`src/rtl/text_feeder_if.sv`:
```
// Character bus between the host-side writer and the text feeder.
// The master side writes characters and supplies init_done; the slave side
// (text_feeder) returns the paced character stream and FIFO status.
interface text_feeder_if #(
  parameter int DEPTH = 16
) ();
  localparam int CW = $clog2(DEPTH) + 1;

  logic          wr_en;
  logic [6:0]    wr_data;
  logic          init_done;
  logic [6:0]    data_out;
  logic          data_valid;
  logic          full;
  logic          empty;
  logic [CW-1:0] count;
  logic          overflow;

  modport master (
    output wr_en, wr_data, init_done,
    input  data_out, data_valid, full, empty, count, overflow
  );

  modport slave (
    input  wr_en, wr_data, init_done,
    output data_out, data_valid, full, empty, count, overflow
  );
endinterface

```
`src/rtl/text_feeder.sv`:
```
// Paced 7-bit character source ahead of the RC4 encryptor.
// Characters are buffered in a small FIFO and released as single-cycle
// data_valid pulses, at least GAP idle cycles apart, once init_done is seen.
//
// state     | meaning
// ----------+----------------------------------------------------------
// WAIT_INIT | encryptor not ready; no pops until init_done is sampled high
// IDLE      | ready; pops the head character whenever the FIFO is non-empty
// GAP_WAIT  | enforcing the minimum spacing after a pop; init_done ignored
module text_feeder #(
  parameter int DEPTH = 16,
  parameter int GAP   = 4
) (
  input  logic           clk,
  input  logic           reset,
  text_feeder_if.slave   bus
);
  localparam int AW = $clog2(DEPTH);
  localparam int CW = AW + 1;
  localparam int GW = $clog2(GAP + 1);

  typedef enum logic [1:0] {
    WAIT_INIT = 2'd0,
    IDLE      = 2'd1,
    GAP_WAIT  = 2'd2
  } state_t;

  state_t        state_q, state_d;
  logic [AW-1:0] wr_ptr_q, wr_ptr_d;
  logic [AW-1:0] rd_ptr_q, rd_ptr_d;
  logic [CW-1:0] count_q, count_d;
  logic [GW-1:0] gap_cnt_q, gap_cnt_d;
  logic [6:0]    data_out_q, data_out_d;
  logic          data_valid_q, data_valid_d;
  logic          overflow_q, overflow_d;
  logic [6:0]    mem_q [DEPTH];

  logic          full_w;
  logic          empty_w;
  logic          wr_acc;
  logic          pop;

  // Full/empty come only from the registered count, so a same-edge pop never
  // frees space for a write and a fresh write is never popped on its own edge.
  assign full_w  = (count_q == CW'(DEPTH));
  assign empty_w = (count_q == '0);
  assign wr_acc  = bus.wr_en && !full_w;

  // Pacing FSM: next state, pop decision and output register loads.
  always_comb begin
    state_d      = state_q;
    gap_cnt_d    = gap_cnt_q;
    data_out_d   = data_out_q;
    data_valid_d = 1'b0;
    pop          = 1'b0;
    case (state_q)
      WAIT_INIT: begin
        if (bus.init_done) state_d = IDLE;
      end
      IDLE: begin
        if (!bus.init_done) begin
          state_d = WAIT_INIT;
        end else if (!empty_w) begin
          pop          = 1'b1;
          data_out_d   = mem_q[rd_ptr_q];
          data_valid_d = 1'b1;
          gap_cnt_d    = GW'(GAP);
          state_d      = GAP_WAIT;
        end
      end
      GAP_WAIT: begin
        gap_cnt_d = gap_cnt_q - GW'(1);
        if (gap_cnt_q == GW'(1)) state_d = IDLE;
      end
      default: begin
        state_d   = WAIT_INIT;
        gap_cnt_d = '0;
      end
    endcase
  end

  // FIFO bookkeeping: pointers, occupancy and the sticky overflow flag.
  always_comb begin
    wr_ptr_d   = wr_ptr_q;
    rd_ptr_d   = rd_ptr_q;
    count_d    = count_q;
    overflow_d = overflow_q;
    if (wr_acc) wr_ptr_d = wr_ptr_q + AW'(1);
    if (pop)    rd_ptr_d = rd_ptr_q + AW'(1);
    if (bus.wr_en && full_w) overflow_d = 1'b1;
    case ({wr_acc, pop})
      2'b10:   count_d = count_q + CW'(1);
      2'b01:   count_d = count_q - CW'(1);
      default: count_d = count_q;
    endcase
  end

  // State and control registers, cleared asynchronously.
  always_ff @(posedge clk or negedge reset) begin
    if (!reset) begin
      state_q      <= WAIT_INIT;
      wr_ptr_q     <= '0;
      rd_ptr_q     <= '0;
      count_q      <= '0;
      gap_cnt_q    <= '0;
      data_out_q   <= '0;
      data_valid_q <= 1'b0;
      overflow_q   <= 1'b0;
    end else begin
      state_q      <= state_d;
      wr_ptr_q     <= wr_ptr_d;
      rd_ptr_q     <= rd_ptr_d;
      count_q      <= count_d;
      gap_cnt_q    <= gap_cnt_d;
      data_out_q   <= data_out_d;
      data_valid_q <= data_valid_d;
      overflow_q   <= overflow_d;
    end
  end

  // Character storage; not reset, stale contents are unreachable after reset.
  always_ff @(posedge clk) begin
    if (wr_acc) mem_q[wr_ptr_q] <= bus.wr_data;
  end

  assign bus.data_out   = data_out_q;
  assign bus.data_valid = data_valid_q;
  assign bus.full       = full_w;
  assign bus.empty      = empty_w;
  assign bus.count      = count_q;
  assign bus.overflow   = overflow_q;
endmodule
```
`src/flat_wrapper.sv`:
```
// flat-port wrapper written by rule: the top's interface ports become plain ports
module text_feeder_flat 
#(
  parameter int DEPTH = 16,
  parameter int GAP   = 4
)
  (clk, reset, bus_wr_en, bus_wr_data, bus_init_done, bus_data_out, bus_data_valid, bus_full, bus_empty, bus_count, bus_overflow);
  text_feeder_if #(.DEPTH(DEPTH)) bus_i ();
  input  logic clk;
  input  logic reset;
  input wire logic [$bits(bus_i.wr_en)-1:0] bus_wr_en;
  input wire logic [$bits(bus_i.wr_data)-1:0] bus_wr_data;
  input wire logic [$bits(bus_i.init_done)-1:0] bus_init_done;
  output wire logic [$bits(bus_i.data_out)-1:0] bus_data_out;
  output wire logic [$bits(bus_i.data_valid)-1:0] bus_data_valid;
  output wire logic [$bits(bus_i.full)-1:0] bus_full;
  output wire logic [$bits(bus_i.empty)-1:0] bus_empty;
  output wire logic [$bits(bus_i.count)-1:0] bus_count;
  output wire logic [$bits(bus_i.overflow)-1:0] bus_overflow;
  assign bus_i.wr_en = bus_wr_en;
  assign bus_i.wr_data = bus_wr_data;
  assign bus_i.init_done = bus_init_done;
  assign bus_data_out = bus_i.data_out;
  assign bus_data_valid = bus_i.data_valid;
  assign bus_full = bus_i.full;
  assign bus_empty = bus_i.empty;
  assign bus_count = bus_i.count;
  assign bus_overflow = bus_i.overflow;
  text_feeder #(.DEPTH(DEPTH), .GAP(GAP)) u_core (.clk(clk), .reset(reset), .bus(bus_i));
endmodule
```
`config.mk`:
```
export PLATFORM = sky130hd
export DESIGN_NAME = text_feeder_flat
export DESIGN_NICKNAME = d
export VERILOG_FILES = /design/src/rtl/text_feeder_if.sv /design/src/rtl/text_feeder.sv /design/src/flat_wrapper.sv
export SDC_FILE = /design/constraint.sdc
export NUM_CORES = 1
export LEC_CHECK = 0
export BUFFER_PORTS_ARGS = -buffer_cell sky130_fd_sc_hd__buf_2
export CORE_MARGIN = 4
export CORE_UTILIZATION = 60
export CTS_BUF_LIST = sky130_fd_sc_hd__clkbuf_4 sky130_fd_sc_hd__clkbuf_8
export CTS_CLUSTER_DIAMETER = 150
export DETAILED_ROUTE_END_ITERATION = 8
export PLACE_DENSITY = 0.87
export SETUP_SLACK_MARGIN = 0.2
export SLEW_MARGIN = 40
export SYNTH_ARGS = -nofsm -noshare
export SYNTH_HDL_FRONTEND = slang
export SYNTH_SLANG_ARGS = --single-unit
```
`constraint.sdc`:
```
create_clock -name clk -period 6.5 [get_ports clk]
set_input_delay 0 -clock clk [delete_from_list [all_inputs] [get_ports clk]]
set_output_delay 0 -clock clk [all_outputs]
set_load 0.01 [all_outputs]
```
==> impl_metrics.py <==
metrics = {
    "clocking": {
        "cts_tree": "done",
        "clock-sinks": 139,
        "clk_latency_ns": 0.44,
        "path_clk_slew_ns": 0.09,
        "cts_max_level": 4,
        "cts_buffers": 17,
        "postCtsHoldBufs": 10,
        "cts_root_buf": "clkbuf_8",
        "cts_buffer_depth": 2,
        "cts_setup_buffers": 0,
        "cts.repair.resized": 0,
    },
    "floorplanning": {
        "initial_core_util_pct": 61.9,
        "die_h_um": 106,
        "rows": 35,
        "io_pins": 27,
        "dieArea_um2": 11200,
        "dieWidth_um": 106,
        "coreArea_um2": 9280,
    },
    "worst_setup_path": {
        "cp-start-kind": "register",
        "endpoint_kind": "register",
        "crit_type": "reg -> reg",
        "critPathArrivalTime_ns": 3.16,
        "cp_max_fo": 10,
        "worstPathRequired_ns": 6.82,
    },
    "power_and_ir_drop": {
        "clkPwrFrac_pct": 23.8,
        "total_power_mw": 2.72,
        "p_sw_share_pct": 34.9,
        "p_comb_share_pct": 28.3,
        "power.leakage_nw": 2.31,
        "ir_worst_vdd_mv": 0.233,
        "seqPwrFrac_pct": 47.9,
        "p_switching_mw": 0.948,
        "power.density_nw_per_um2": 420,
        "p_int_mw": 1.77,
    },
    "synth": {
        "synth_edf_count": 112,
        "synth_area_um2": 5750,
        "ys_seq_area_share_pct": 70.2,
        "synth_cell_types": 40,
        "synth.avg_cell_area_um2": 17.7,
        "synthFlopType": "edfxtp_1",
        "async_flop_share_pct": 19.4,
        "yosysWarnings": 0,
        "synth_seq_cells": 139,
        "synth_nets": 349,
        "syn_inst": 324,
    },
    "sta": {
        "min_period_ns": 2.84,
        "clock.fmax_mhz": 352,
        "setup_tns_ns": 0,
        "worst_clock_skew_ns": 0.00914,
        "tightest_slew_ns": 0.804,
        "rsz0062_at_grt": "no",
        "setup_viol": 0,
        "report.final.slew_viol_count": 0,
        "slew_headroom_pct": 46.2,
        "hold_violations": 0,
        "post-route-period-util_pct": 43.7,
    },
    "placed_design": {
        "dpl.hpwl_um": 7350,
        "gp_congestion": 0.779,
        "portBuffers": 26,
        "placed_area_um2": 5990,
    },
    "finish": {
        "area_growth_syn_to_layout_pct": 12.4,
        "drive_gt1_share_pct": 26.8,
        "nets": 392,
        "final_area_um2": 6460,
        "final_cell_mix": "edfxtp_1, mux4_2, buf_2, dfrtp_1, nand2_1",
        "final_common_cell": "edfxtp_1",
        "diodes": 0,
    },
    "routing": {
        "post_drt_wl_per_cell_um": 22.5,
        "avgViaCountPerCell": 6.07,
        "drt_iter0_drc": 388,
        "num_vias": 3090,
        "drc_errors": 0,
        "drt_wl_total_um": 11500,
        "drtAntennaViolNets": 0,
        "dr.pass1.iters": 5,
    },
    "global_route": {
        "grtUsageMet3_pct": 6.98,
        "antenna_found_initial": 0,
        "grt_start_max_net_pins": 31,
        "grt_pass1_vias": 3259,
        "grt_pass1_wl_um": 18100,
        "met2_usage_pct": 39.1,
        "overflow": 0,
        "busiest_layer": "met2",
        "grt_use_total_pct": 22.4,
        "globalRouteMet1Util_pct": 26.9,
    },
    "min_path": {
        "hp-class": "in -> async",
    },
    "flow_run": {
        "cap_violations": 0,
    },
    "run_status": {
        "status": "finished clean",
    },
}
through the flow:
step / hold slack, ns / util, % / worst slack (ns) / cells
floorplan: -0.296 / - / 3.95 / 324
global placement: 0.0470 / 64.4 / 3.82 / 467
detailed placement: 0.0461 / 64.6 / 3.67 / 467
CTS: 0.0990 / 69.6 / 3.65 / 509
global route: 0.132 / 69.6 / 3.46 / 509
finish: 0.0982 / 69.6 / 3.66 / 509
Yosys cell counts (2+ instances only):
library cell / number / area (um2)
buf_6: 2 / 22.5
inv_1: 13 / 48.8
edfxtp_1: 112 / 3360
nand2b_1: 3 / 18.8
a21o_1: 2 / 15.0
nand4_1: 2 / 12.5
nor3_1: 4 / 20.0
nor2_1: 16 / 60.1
o21ai_0: 4 / 20.0
nand2_1: 24 / 90.1
and3b_1: 2 / 17.5
o221ai_1: 8 / 70.1
ha_1: 14 / 175
dfrtp_1: 27 / 676
mux4_2: 28 / 631
mux2i_1: 16 / 160
buf_4: 2 / 15.0
clkbuf_1: 4 / 15.0
buf_2: 6 / 30.0
xnor2_1: 7 / 61.3
nor2b_1: 2 / 12.5
xor2_1: 5 / 43.8
a21oi_1: 4 / 20.0
sequential cells by signal, indices dropped and copies added, names as in the netlist:
name	flops
u_core.bus.count	5
u_core.bus.data_out	7
u_core.bus.data_valid	1
u_core.bus.overflow	1
u_core.gap_cnt_q	3
u_core.mem_q	112
u_core.rd_ptr_q	4
u_core.state_q	2
u_core.wr_ptr_q	4
final cells by class:
cell class	instances	area, um2
clock inverters	15	130
flip-flops and latches	139	4040
clock buffers	17	234
repair buffers	39	253
fillers	588	2820
multi-input cells	156	1590
inverters	14	55.1
well taps	129	161
power groups by stage:
stage,clock network (mW),logic (mW),registers [mW]
3_5_place_dp,0,0.759,1.32
6_report,0.647,0.769,1.30
4_1_cts,0.651,0.771,1.30
5_1_grt,0.704,0.833,1.33
2_1_floorplan,0,0.633,1.21
3_3_place_gp,0,0.710,1.29
critical path: stages, from the launching register on:
cell,delay [ns]
dfrtp_1,0.49
nor4_2,0.46
a21o_1,0.43
inv_4,0.10
ha_1,0.30
xor2_1,0.18
ha_1,0.22
a21oi_1,0.16
xor2_1,0.18
nor2_1,0.07
xor2_1,0.14
cells by family (layout without fill, tap and decap cells):
family / Yosys count / in the layout / share of synthesized area (%)
DFF: 139 / 139 / 70.2
buffers and inverters: 29 / 85 / 2.46
xor gates and xnor gates: 12 / 12 / 1.83
adders and majority gates: 14 / 14 / 3.05
and+or+nand+nor: 56 / 56 / 4.59
muxes: 46 / 46 / 14.2
AOI/OAI and AO/OA: 28 / 28 / 3.63
per-layer routing:
layer	wire, um	part of all wire (%)
met3	879	7.7
met5	0	0
met2	6290	55
met4	184	1.6
met1	4120	36
path summary, 6_finish.rpt:
kind	startpoint	end	slack, ns	cells past startpoint
worst max register to register	u_core.bus.count[1]	u_core.bus.count[2]	3.66	10
worst max-delay path	u_core.bus.count[1]	u_core.bus.count[2]	3.66	10
min in group clk	bus_wr_en	u_core.bus.overflow	0.31	3
worst min-delay path	reset	u_core.bus.data_valid	0.1	2
worst min register to register	u_core.bus.overflow	u_core.bus.overflow	0.47	1
max in group asynchronous	reset	u_core.rd_ptr_q[2]	5.95	2
No activity file was read; power rests on OpenSTA's default activity.
